$ cat config.mk
export PLATFORM = sky130hd
export DESIGN_NAME = branch_ctrl_flat
export DESIGN_NICKNAME = d
export VERILOG_FILES = /design/src/rtl/branch_ctrl_if.sv /design/src/rtl/branch_ctrl.sv /design/src/flat_wrapper.sv
export SDC_FILE = /design/constraint.sdc
export NUM_CORES = 1
export LEC_CHECK = 0
export ABC_AREA = 1
export CORE_UTILIZATION = 45
export DETAILED_ROUTE_END_ITERATION = 7
export GPL_TIMING_DRIVEN = 0
export PLACE_DENSITY = 0.74
export SLEW_MARGIN = 10
export SYNTH_ARGS = -nofsm -noshare
export SYNTH_HDL_FRONTEND = slang
export SYNTH_SLANG_ARGS = --single-unit
$ cat constraint.sdc
create_clock -name clk -period 2.1 [get_ports clk]
set_input_delay 0.42 -clock clk [delete_from_list [all_inputs] [get_ports clk]]
set_output_delay 0.42 -clock clk [all_outputs]
set_load 0.005 [all_outputs]
$ cat src/rtl/branch_ctrl_if.sv
// Branch-resolution bus between the branch ALU, the fetch redirect port and
// the branch controller, plus predictor-update and statistics outputs.
interface branch_ctrl_if #(
    parameter int XLEN = 32
);
    logic            alu_valid;
    logic            alu_req;
    logic [XLEN-1:0] alu_jmp;
    logic [XLEN-1:0] alu_pc;
    logic            alu_is_branch;
    logic            alu_mispredict;
    logic            alu_i_error;
    logic            alu_o_error;
    logic            redir_ready;

    logic            alu_clear;
    logic            flush;
    logic            stall_issue;
    logic            redir_valid;
    logic [XLEN-1:0] redir_pc;
    logic            exc_valid;
    logic [1:0]      exc_cause;
    logic            bp_upd_valid;
    logic [XLEN-1:0] bp_upd_pc;
    logic            bp_upd_taken;
    logic [31:0]     br_cnt;
    logic [31:0]     mp_cnt;

    // The branch controller side.
    modport slave (
        input  alu_valid, alu_req, alu_jmp, alu_pc, alu_is_branch,
               alu_mispredict, alu_i_error, alu_o_error, redir_ready,
        output alu_clear, flush, stall_issue, redir_valid, redir_pc,
               exc_valid, exc_cause, bp_upd_valid, bp_upd_pc, bp_upd_taken,
               br_cnt, mp_cnt
    );

    // The pipeline side: branch ALU and fetch unit.
    modport master (
        output alu_valid, alu_req, alu_jmp, alu_pc, alu_is_branch,
               alu_mispredict, alu_i_error, alu_o_error, redir_ready,
        input  alu_clear, flush, stall_issue, redir_valid, redir_pc,
               exc_valid, exc_cause, bp_upd_valid, bp_upd_pc, bp_upd_taken,
               br_cnt, mp_cnt
    );
endinterface

$ cat src/rtl/branch_ctrl.sv
// Branch resolution controller: captures branch-ALU outcomes, flushes and
// redirects fetch on mispredicts or traps, and keeps branch statistics.
module branch_ctrl #(
    parameter int              XLEN         = 32,
    parameter int              FLUSH_CYCLES = 2,
    parameter logic [XLEN-1:0] TRAP_VEC     = XLEN'(32'h0000_0100)
) (
    input logic          clk,
    input logic          rst_n,
    branch_ctrl_if.slave bus
);
    typedef enum logic [1:0] {
        IDLE,
        FLUSH,
        REDIRECT
    } state_t;

    localparam logic [3:0] FLUSH_LAST = 4'(FLUSH_CYCLES - 1);

    state_t          state;
    logic [3:0]      flush_cnt_q;
    logic [XLEN-1:0] target_q;

    logic            alu_clear_q;
    logic            flush_q;
    logic            stall_q;
    logic            redir_valid_q;
    logic [XLEN-1:0] redir_pc_q;
    logic            exc_valid_q;
    logic [1:0]      exc_cause_q;
    logic            bp_upd_valid_q;
    logic [XLEN-1:0] bp_upd_pc_q;
    logic            bp_upd_taken_q;
    logic [31:0]     br_cnt_q;
    logic [31:0]     mp_cnt_q;

    logic            capture;
    logic            err;
    logic            go_flush;
    logic            count_br;
    logic [1:0]      cause;
    logic [XLEN-1:0] cap_target;

    // NOTE: every variable written here gets a default first, so no latch is inferred.
    always_comb begin
        capture    = 1'b0;
        err        = 1'b0;
        go_flush   = 1'b0;
        count_br   = 1'b0;
        cause      = 2'b00;
        cap_target = '0;
        if (state == IDLE) begin
            capture = bus.alu_valid || bus.alu_i_error;
        end
        err      = bus.alu_i_error || bus.alu_o_error;
        go_flush = err || bus.alu_mispredict;
        count_br = bus.alu_is_branch && !err;
        // Illegal instruction outranks overflow when both are flagged.
        cause = bus.alu_i_error ? 2'b01 : 2'b10;
        if (err) begin
            cap_target = TRAP_VEC;
        end else if (bus.alu_req) begin
            cap_target = bus.alu_jmp;
        end else begin
            cap_target = bus.alu_pc + XLEN'(4);
        end
    end

    // NOTE: state is updated with non-blocking assignments so every flop samples pre-edge values.
    always_ff @(posedge clk or negedge rst_n) begin
        if (!rst_n) begin
            state          <= IDLE;
            flush_cnt_q    <= '0;
            target_q       <= '0;
            alu_clear_q    <= 1'b0;
            flush_q        <= 1'b0;
            stall_q        <= 1'b0;
            redir_valid_q  <= 1'b0;
            redir_pc_q     <= '0;
            exc_valid_q    <= 1'b0;
            exc_cause_q    <= 2'b00;
            bp_upd_valid_q <= 1'b0;
            bp_upd_pc_q    <= '0;
            bp_upd_taken_q <= 1'b0;
            br_cnt_q       <= '0;
            mp_cnt_q       <= '0;
        end else begin
            alu_clear_q    <= 1'b0;
            exc_valid_q    <= 1'b0;
            exc_cause_q    <= 2'b00;
            bp_upd_valid_q <= 1'b0;
            bp_upd_pc_q    <= '0;
            bp_upd_taken_q <= 1'b0;

            case (state)
                IDLE: begin
                    if (capture) begin
                        alu_clear_q <= 1'b1;
                        if (count_br) begin
                            bp_upd_valid_q <= 1'b1;
                            bp_upd_pc_q    <= bus.alu_pc;
                            bp_upd_taken_q <= bus.alu_req;
                            br_cnt_q       <= br_cnt_q + 32'd1;
                            if (bus.alu_mispredict) begin
                                mp_cnt_q <= mp_cnt_q + 32'd1;
                            end
                        end
                        if (err) begin
                            exc_valid_q <= 1'b1;
                            exc_cause_q <= cause;
                        end
                        if (go_flush) begin
                            target_q    <= cap_target;
                            flush_cnt_q <= FLUSH_LAST;
                            flush_q     <= 1'b1;
                            stall_q     <= 1'b1;
                            state       <= FLUSH;
                        end
                    end
                end

                FLUSH: begin
                    if (flush_cnt_q == 4'd0) begin
                        flush_q       <= 1'b0;
                        redir_valid_q <= 1'b1;
                        redir_pc_q    <= target_q;
                        state         <= REDIRECT;
                    end else begin
                        flush_cnt_q <= flush_cnt_q - 4'd1;
                    end
                end

                REDIRECT: begin
                    // Stall drops together with the request once fetch accepts it.
                    if (bus.redir_ready) begin
                        redir_valid_q <= 1'b0;
                        redir_pc_q    <= '0;
                        stall_q       <= 1'b0;
                        state         <= IDLE;
                    end
                end

                default: state <= IDLE;
            endcase
        end
    end

    assign bus.alu_clear    = alu_clear_q;
    assign bus.flush        = flush_q;
    assign bus.stall_issue  = stall_q;
    assign bus.redir_valid  = redir_valid_q;
    assign bus.redir_pc     = redir_pc_q;
    assign bus.exc_valid    = exc_valid_q;
    assign bus.exc_cause    = exc_cause_q;
    assign bus.bp_upd_valid = bp_upd_valid_q;
    assign bus.bp_upd_pc    = bp_upd_pc_q;
    assign bus.bp_upd_taken = bp_upd_taken_q;
    assign bus.br_cnt       = br_cnt_q;
    assign bus.mp_cnt       = mp_cnt_q;
endmodule
$ cat src/flat_wrapper.sv
// flat-port wrapper written by rule: the top's interface ports become plain ports
module branch_ctrl_flat 
#(
    parameter int              XLEN         = 32,
    parameter int              FLUSH_CYCLES = 2,
    parameter logic [XLEN-1:0] TRAP_VEC     = XLEN'(32'h0000_0100)
)
  (clk, rst_n, bus_alu_valid, bus_alu_req, bus_alu_jmp, bus_alu_pc, bus_alu_is_branch, bus_alu_mispredict, bus_alu_i_error, bus_alu_o_error, bus_redir_ready, bus_alu_clear, bus_flush, bus_stall_issue, bus_redir_valid, bus_redir_pc, bus_exc_valid, bus_exc_cause, bus_bp_upd_valid, bus_bp_upd_pc, bus_bp_upd_taken, bus_br_cnt, bus_mp_cnt);
  branch_ctrl_if #(.XLEN(XLEN)) bus_i ();
  input logic clk;
  input logic rst_n;
  input wire logic [$bits(bus_i.alu_valid)-1:0] bus_alu_valid;
  input wire logic [$bits(bus_i.alu_req)-1:0] bus_alu_req;
  input wire logic [$bits(bus_i.alu_jmp)-1:0] bus_alu_jmp;
  input wire logic [$bits(bus_i.alu_pc)-1:0] bus_alu_pc;
  input wire logic [$bits(bus_i.alu_is_branch)-1:0] bus_alu_is_branch;
  input wire logic [$bits(bus_i.alu_mispredict)-1:0] bus_alu_mispredict;
  input wire logic [$bits(bus_i.alu_i_error)-1:0] bus_alu_i_error;
  input wire logic [$bits(bus_i.alu_o_error)-1:0] bus_alu_o_error;
  input wire logic [$bits(bus_i.redir_ready)-1:0] bus_redir_ready;
  output wire logic [$bits(bus_i.alu_clear)-1:0] bus_alu_clear;
  output wire logic [$bits(bus_i.flush)-1:0] bus_flush;
  output wire logic [$bits(bus_i.stall_issue)-1:0] bus_stall_issue;
  output wire logic [$bits(bus_i.redir_valid)-1:0] bus_redir_valid;
  output wire logic [$bits(bus_i.redir_pc)-1:0] bus_redir_pc;
  output wire logic [$bits(bus_i.exc_valid)-1:0] bus_exc_valid;
  output wire logic [$bits(bus_i.exc_cause)-1:0] bus_exc_cause;
  output wire logic [$bits(bus_i.bp_upd_valid)-1:0] bus_bp_upd_valid;
  output wire logic [$bits(bus_i.bp_upd_pc)-1:0] bus_bp_upd_pc;
  output wire logic [$bits(bus_i.bp_upd_taken)-1:0] bus_bp_upd_taken;
  output wire logic [$bits(bus_i.br_cnt)-1:0] bus_br_cnt;
  output wire logic [$bits(bus_i.mp_cnt)-1:0] bus_mp_cnt;
  assign bus_i.alu_valid = bus_alu_valid;
  assign bus_i.alu_req = bus_alu_req;
  assign bus_i.alu_jmp = bus_alu_jmp;
  assign bus_i.alu_pc = bus_alu_pc;
  assign bus_i.alu_is_branch = bus_alu_is_branch;
  assign bus_i.alu_mispredict = bus_alu_mispredict;
  assign bus_i.alu_i_error = bus_alu_i_error;
  assign bus_i.alu_o_error = bus_alu_o_error;
  assign bus_i.redir_ready = bus_redir_ready;
  assign bus_alu_clear = bus_i.alu_clear;
  assign bus_flush = bus_i.flush;
  assign bus_stall_issue = bus_i.stall_issue;
  assign bus_redir_valid = bus_i.redir_valid;
  assign bus_redir_pc = bus_i.redir_pc;
  assign bus_exc_valid = bus_i.exc_valid;
  assign bus_exc_cause = bus_i.exc_cause;
  assign bus_bp_upd_valid = bus_i.bp_upd_valid;
  assign bus_bp_upd_pc = bus_i.bp_upd_pc;
  assign bus_bp_upd_taken = bus_i.bp_upd_taken;
  assign bus_br_cnt = bus_i.br_cnt;
  assign bus_mp_cnt = bus_i.mp_cnt;
  branch_ctrl #(.XLEN(XLEN), .FLUSH_CYCLES(FLUSH_CYCLES), .TRAP_VEC(TRAP_VEC)) u_core (.clk(clk), .rst_n(rst_n), .bus(bus_i));
endmodule
==> impl_metrics.ini <==
[drt]
first_pass_iters = 5
drt_iter0_markers = 586
postRouteAntennaNets = 0
remaining_drc_errors = 0
routed_via_density = 4.99
drt-total-wl_mm = 27.0
num_vias = 8718
wire_per_inst_um = 15.4

[yosys]
syn_area_per_cell_um2 = 7.35
syn_nets = 1317
ys_types = 37
syn_area_um2 = 9110
synth_edf_count = 0
async_flop_share_pct = 100
ys_seq_area_share_pct = 48.1
syn_inst = 1239
yosysWarnings = 0
ys_ff_latch = 175
synth-main-ff-cell = dfrtp_1

[power]
switching_share_pct = 31.9
p_int_uw = 7600
p_clk_share_pct = 30.0
switching_power_uw = 3560
combPwrFrac_pct = 28.1
power.share.sequential_pct = 42.0
ir_drop_v = 0.000575
power-per-cell-area_nw_per_um2 = 916
cellLeakagePower_uw = 0.00566

[critical_path]
slowest_stage = clkdlybuf4s50_1
startpoint_type = input port
critPathCaptureType = flop
critical-path-top-delay-family = buffers and inverters
path_cells = clkdlybuf4s50_1, inv_1, nand2_1, o21ai_2, inv_2, nand2_4, buf_6, nor2_1, o21ai_1, nand2_1
critPathBufInv = 4
rr_startpoint = u_core.flush_cnt_q[0]
critical_path.max_stage_delay_ps = 480
crit_path_start = bus_alu_i_error
required_ps = 2410
critPathKind = in -> reg
cp_common_cell = nand2_1
worstPathArrival_ps = 2240
crit_fanout = 10

[clocking]
h-tree-depth = 4
cts_tree = built
numCtsBuffers = 17
clock_latency_ps = 430
cts-root-buf = clkbuf_16
clkTransAtPathRegs_ps = 70
post_cts_buffers = 0
cts_resized = 0
numClockSinks = 175
clk_path_buf_depth = 2

[sta]
clock_skew_ps = 9.55
fin_tns_setup_ps = 0
fmax_mhz = 518
fin_crit_sh_pct = 92.0
slew-limit-headroom_pct = 61.2
hold_viol_final = 0
rsz0062_at_grt = false
tightest_slew_ps = 578
drv_slew = 0
fin_ws_ps = 168
setup_viol = 0
fin_crit_ps = 1930
holdWs_ps = 433

[die]
die_width_um = 144
num_rows = 51
dieArea_um2 = 20800
num_io_pins = 210
core_um2 = 19700
die_y_um = 144
start_util_pct = 46.4

[cells_and_area]
finish.utilization_pct = 62.0
nets = 1546
area_growth_pct = 33.8
drive_gt1_share_pct = 5.00

[global_routing]
grt_pass1_vias = 8204
grt-busiest-layer = met2
use_met3_pct = 4.83
use_met2_pct = 43.0
grtUsageMet1_pct = 37.8
gr-total-overflow = 0
grt_use_total_pct = 27.3
antenna_found_initial = 2
grt_max_degree = 111
grt_first_pass_wirelength_mm = 43.0

[place]
place_ws_ps = -231
dp_hpwl_mm = 20.4
place.gp.congestion = 0.916
portBuffers = 208

[min_path]
min-delay-start = bus_alu_req
holdCritPathClass = in -> reg

[outcome]
status = completed

[run]
drv_cap = 0
==> stage by stage <==
stage | power, uW | cell area (um^2) | cells
5_1_grt | 11800 | 12200 | 1747
3_3_place_gp | 7750 | 11500 | 1712
3_5_place_dp | 7850 | 11600 | 1713
6_report | 11200 | 12200 | 1747
2_1_floorplan | 6130 | 9110 | 1239
4_1_cts | 11200 | 12200 | 1746
==> layout by cell type (no fill, tap or decap), types with 5 or more instances in the layout <==
master / netlist / final
clkbuf_1: 12 / 14
inv_1: 99 / 99
xor2_1: 19 / 19
nor2_4: 5 / 5
nand3_1: 94 / 94
o22ai_1: 6 / 6
o21ai_0: 56 / 56
clkdlybuf4s50_1: 0 / 207
buf_2: 11 / 11
clkbuf_16: 0 / 17
dfrtp_1: 175 / 175
a21oi_1: 5 / 5
ha_1: 5 / 5
nor2_1: 229 / 229
nand4_1: 8 / 8
nand2_1: 443 / 443
nand3b_1: 9 / 9
xnor2_1: 19 / 19
==> Yosys cell counts (all sizes together), types with 6 or more instances <==
master,instances,share of area (%)
nand4,8,0.55
nand3,96,5.5
xor2,19,1.8
o22ai,6,0.41
clkbuf,12,0.49
xnor2,19,1.8
nor3,6,0.51
nand3b,9,0.74
nor2,239,11
o21ai,60,3.3
buf,18,1.2
inv,102,4.2
dfrtp,175,48
nand2,451,19
==> registers in the layout (all words and copies together) (netlist names) <==
register,flops
u_core.state,2
u_core.flush_cnt_q,4
u_core.bus.redir_pc,32
u_core.bus.bp_upd_valid,1
u_core.bus.redir_valid,1
u_core.bus.stall_issue,1
u_core.target_q,32
u_core.bus.br_cnt,32
u_core.bus.mp_cnt,32
u_core.bus.flush,1
u_core.bus.bp_upd_pc,32
u_core.bus.exc_cause,2
u_core.bus.bp_upd_taken,1
u_core.bus.exc_valid,1
u_core.bus.alu_clear,1
==> power groups by stage <==
stage	clock network, uW	logic [uW]	registers, uW
detailed placement	0	3130	4730
global placement	0	3030	4720
global route	3530	3530	4770
finish	3340	3130	4680
floorplan	0	1490	4640
CTS	3390	3150	4680
==> routing by layer <==
metal	wire length [um]	up-vias
met4	718	2
met3	1620	46
met2	12200	295
li1	-	4315
met5	13	-
met1	12500	4060
==> cell families (layout without fill, tap and decap cells) <==
| kind of cell | count (synthesis) | after routing | share of synthesized area [%] |
|---|---|---|---|
| multiplexers | 3 | 3 | 0.330 |
| XOR/XNOR | 38 | 38 | 3.65 |
| AND/OR/NAND/NOR | 810 | 810 | 36.9 |
| adder cells (fa/ha/maj) | 5 | 5 | 0.687 |
| flip-flops | 175 | 175 | 48.1 |
| AO/OA/AOI/OAI | 76 | 76 | 4.44 |
| other | 0 | 1 | 0 |
| buffers and inverters | 132 | 374 | 5.92 |
==> what timing repair did <==
action / CTS / global route
setup endpoints to repair: 0 / 0
hold endpoints to repair: 65 / 0
hold buffers: 1 / 0
==> path summary, 6_finish.rpt <==
kind,slack (ps),cells after the start,endpoint
max reg2reg,210,9,u_core.bus.redir_pc[29]
max,170,10,u_core.target_q[12]
min in group asynchronous,530,2,u_core.bus.redir_pc[0]
min reg2reg,480,2,u_core.bus.flush
max in group asynchronous,630,3,u_core.bus.br_cnt[21]
min,430,3,u_core.target_q[9]
==> worst register-to-register path, stage by stage (launching register included) <==
cell and delay, ps:
dfrtp_1 370, inv_1 80, ha_1 220, nand2_1 70, nor2_1 50, inv_1 70, buf_2 240, buf_1 460
nand3_1 170, nand2_1 100
==> cell type report <==
| class | instances | area, um^2 |
|---|---|---|
| clock inverters | 9 | 131 |
| inverters | 102 | 383 |
| flip-flops and latches | 175 | 4380 |
| diodes | 1 | 2.50 |
| clock buffers | 23 | 488 |
| fillers | 1809 | 7470 |
| repair buffers | 210 | 2120 |
| plain buffers | 30 | 156 |
| well taps | 265 | 332 |
| multi-input cells | 932 | 4190 |
No activity file was read; power rests on OpenSTA's default activity.
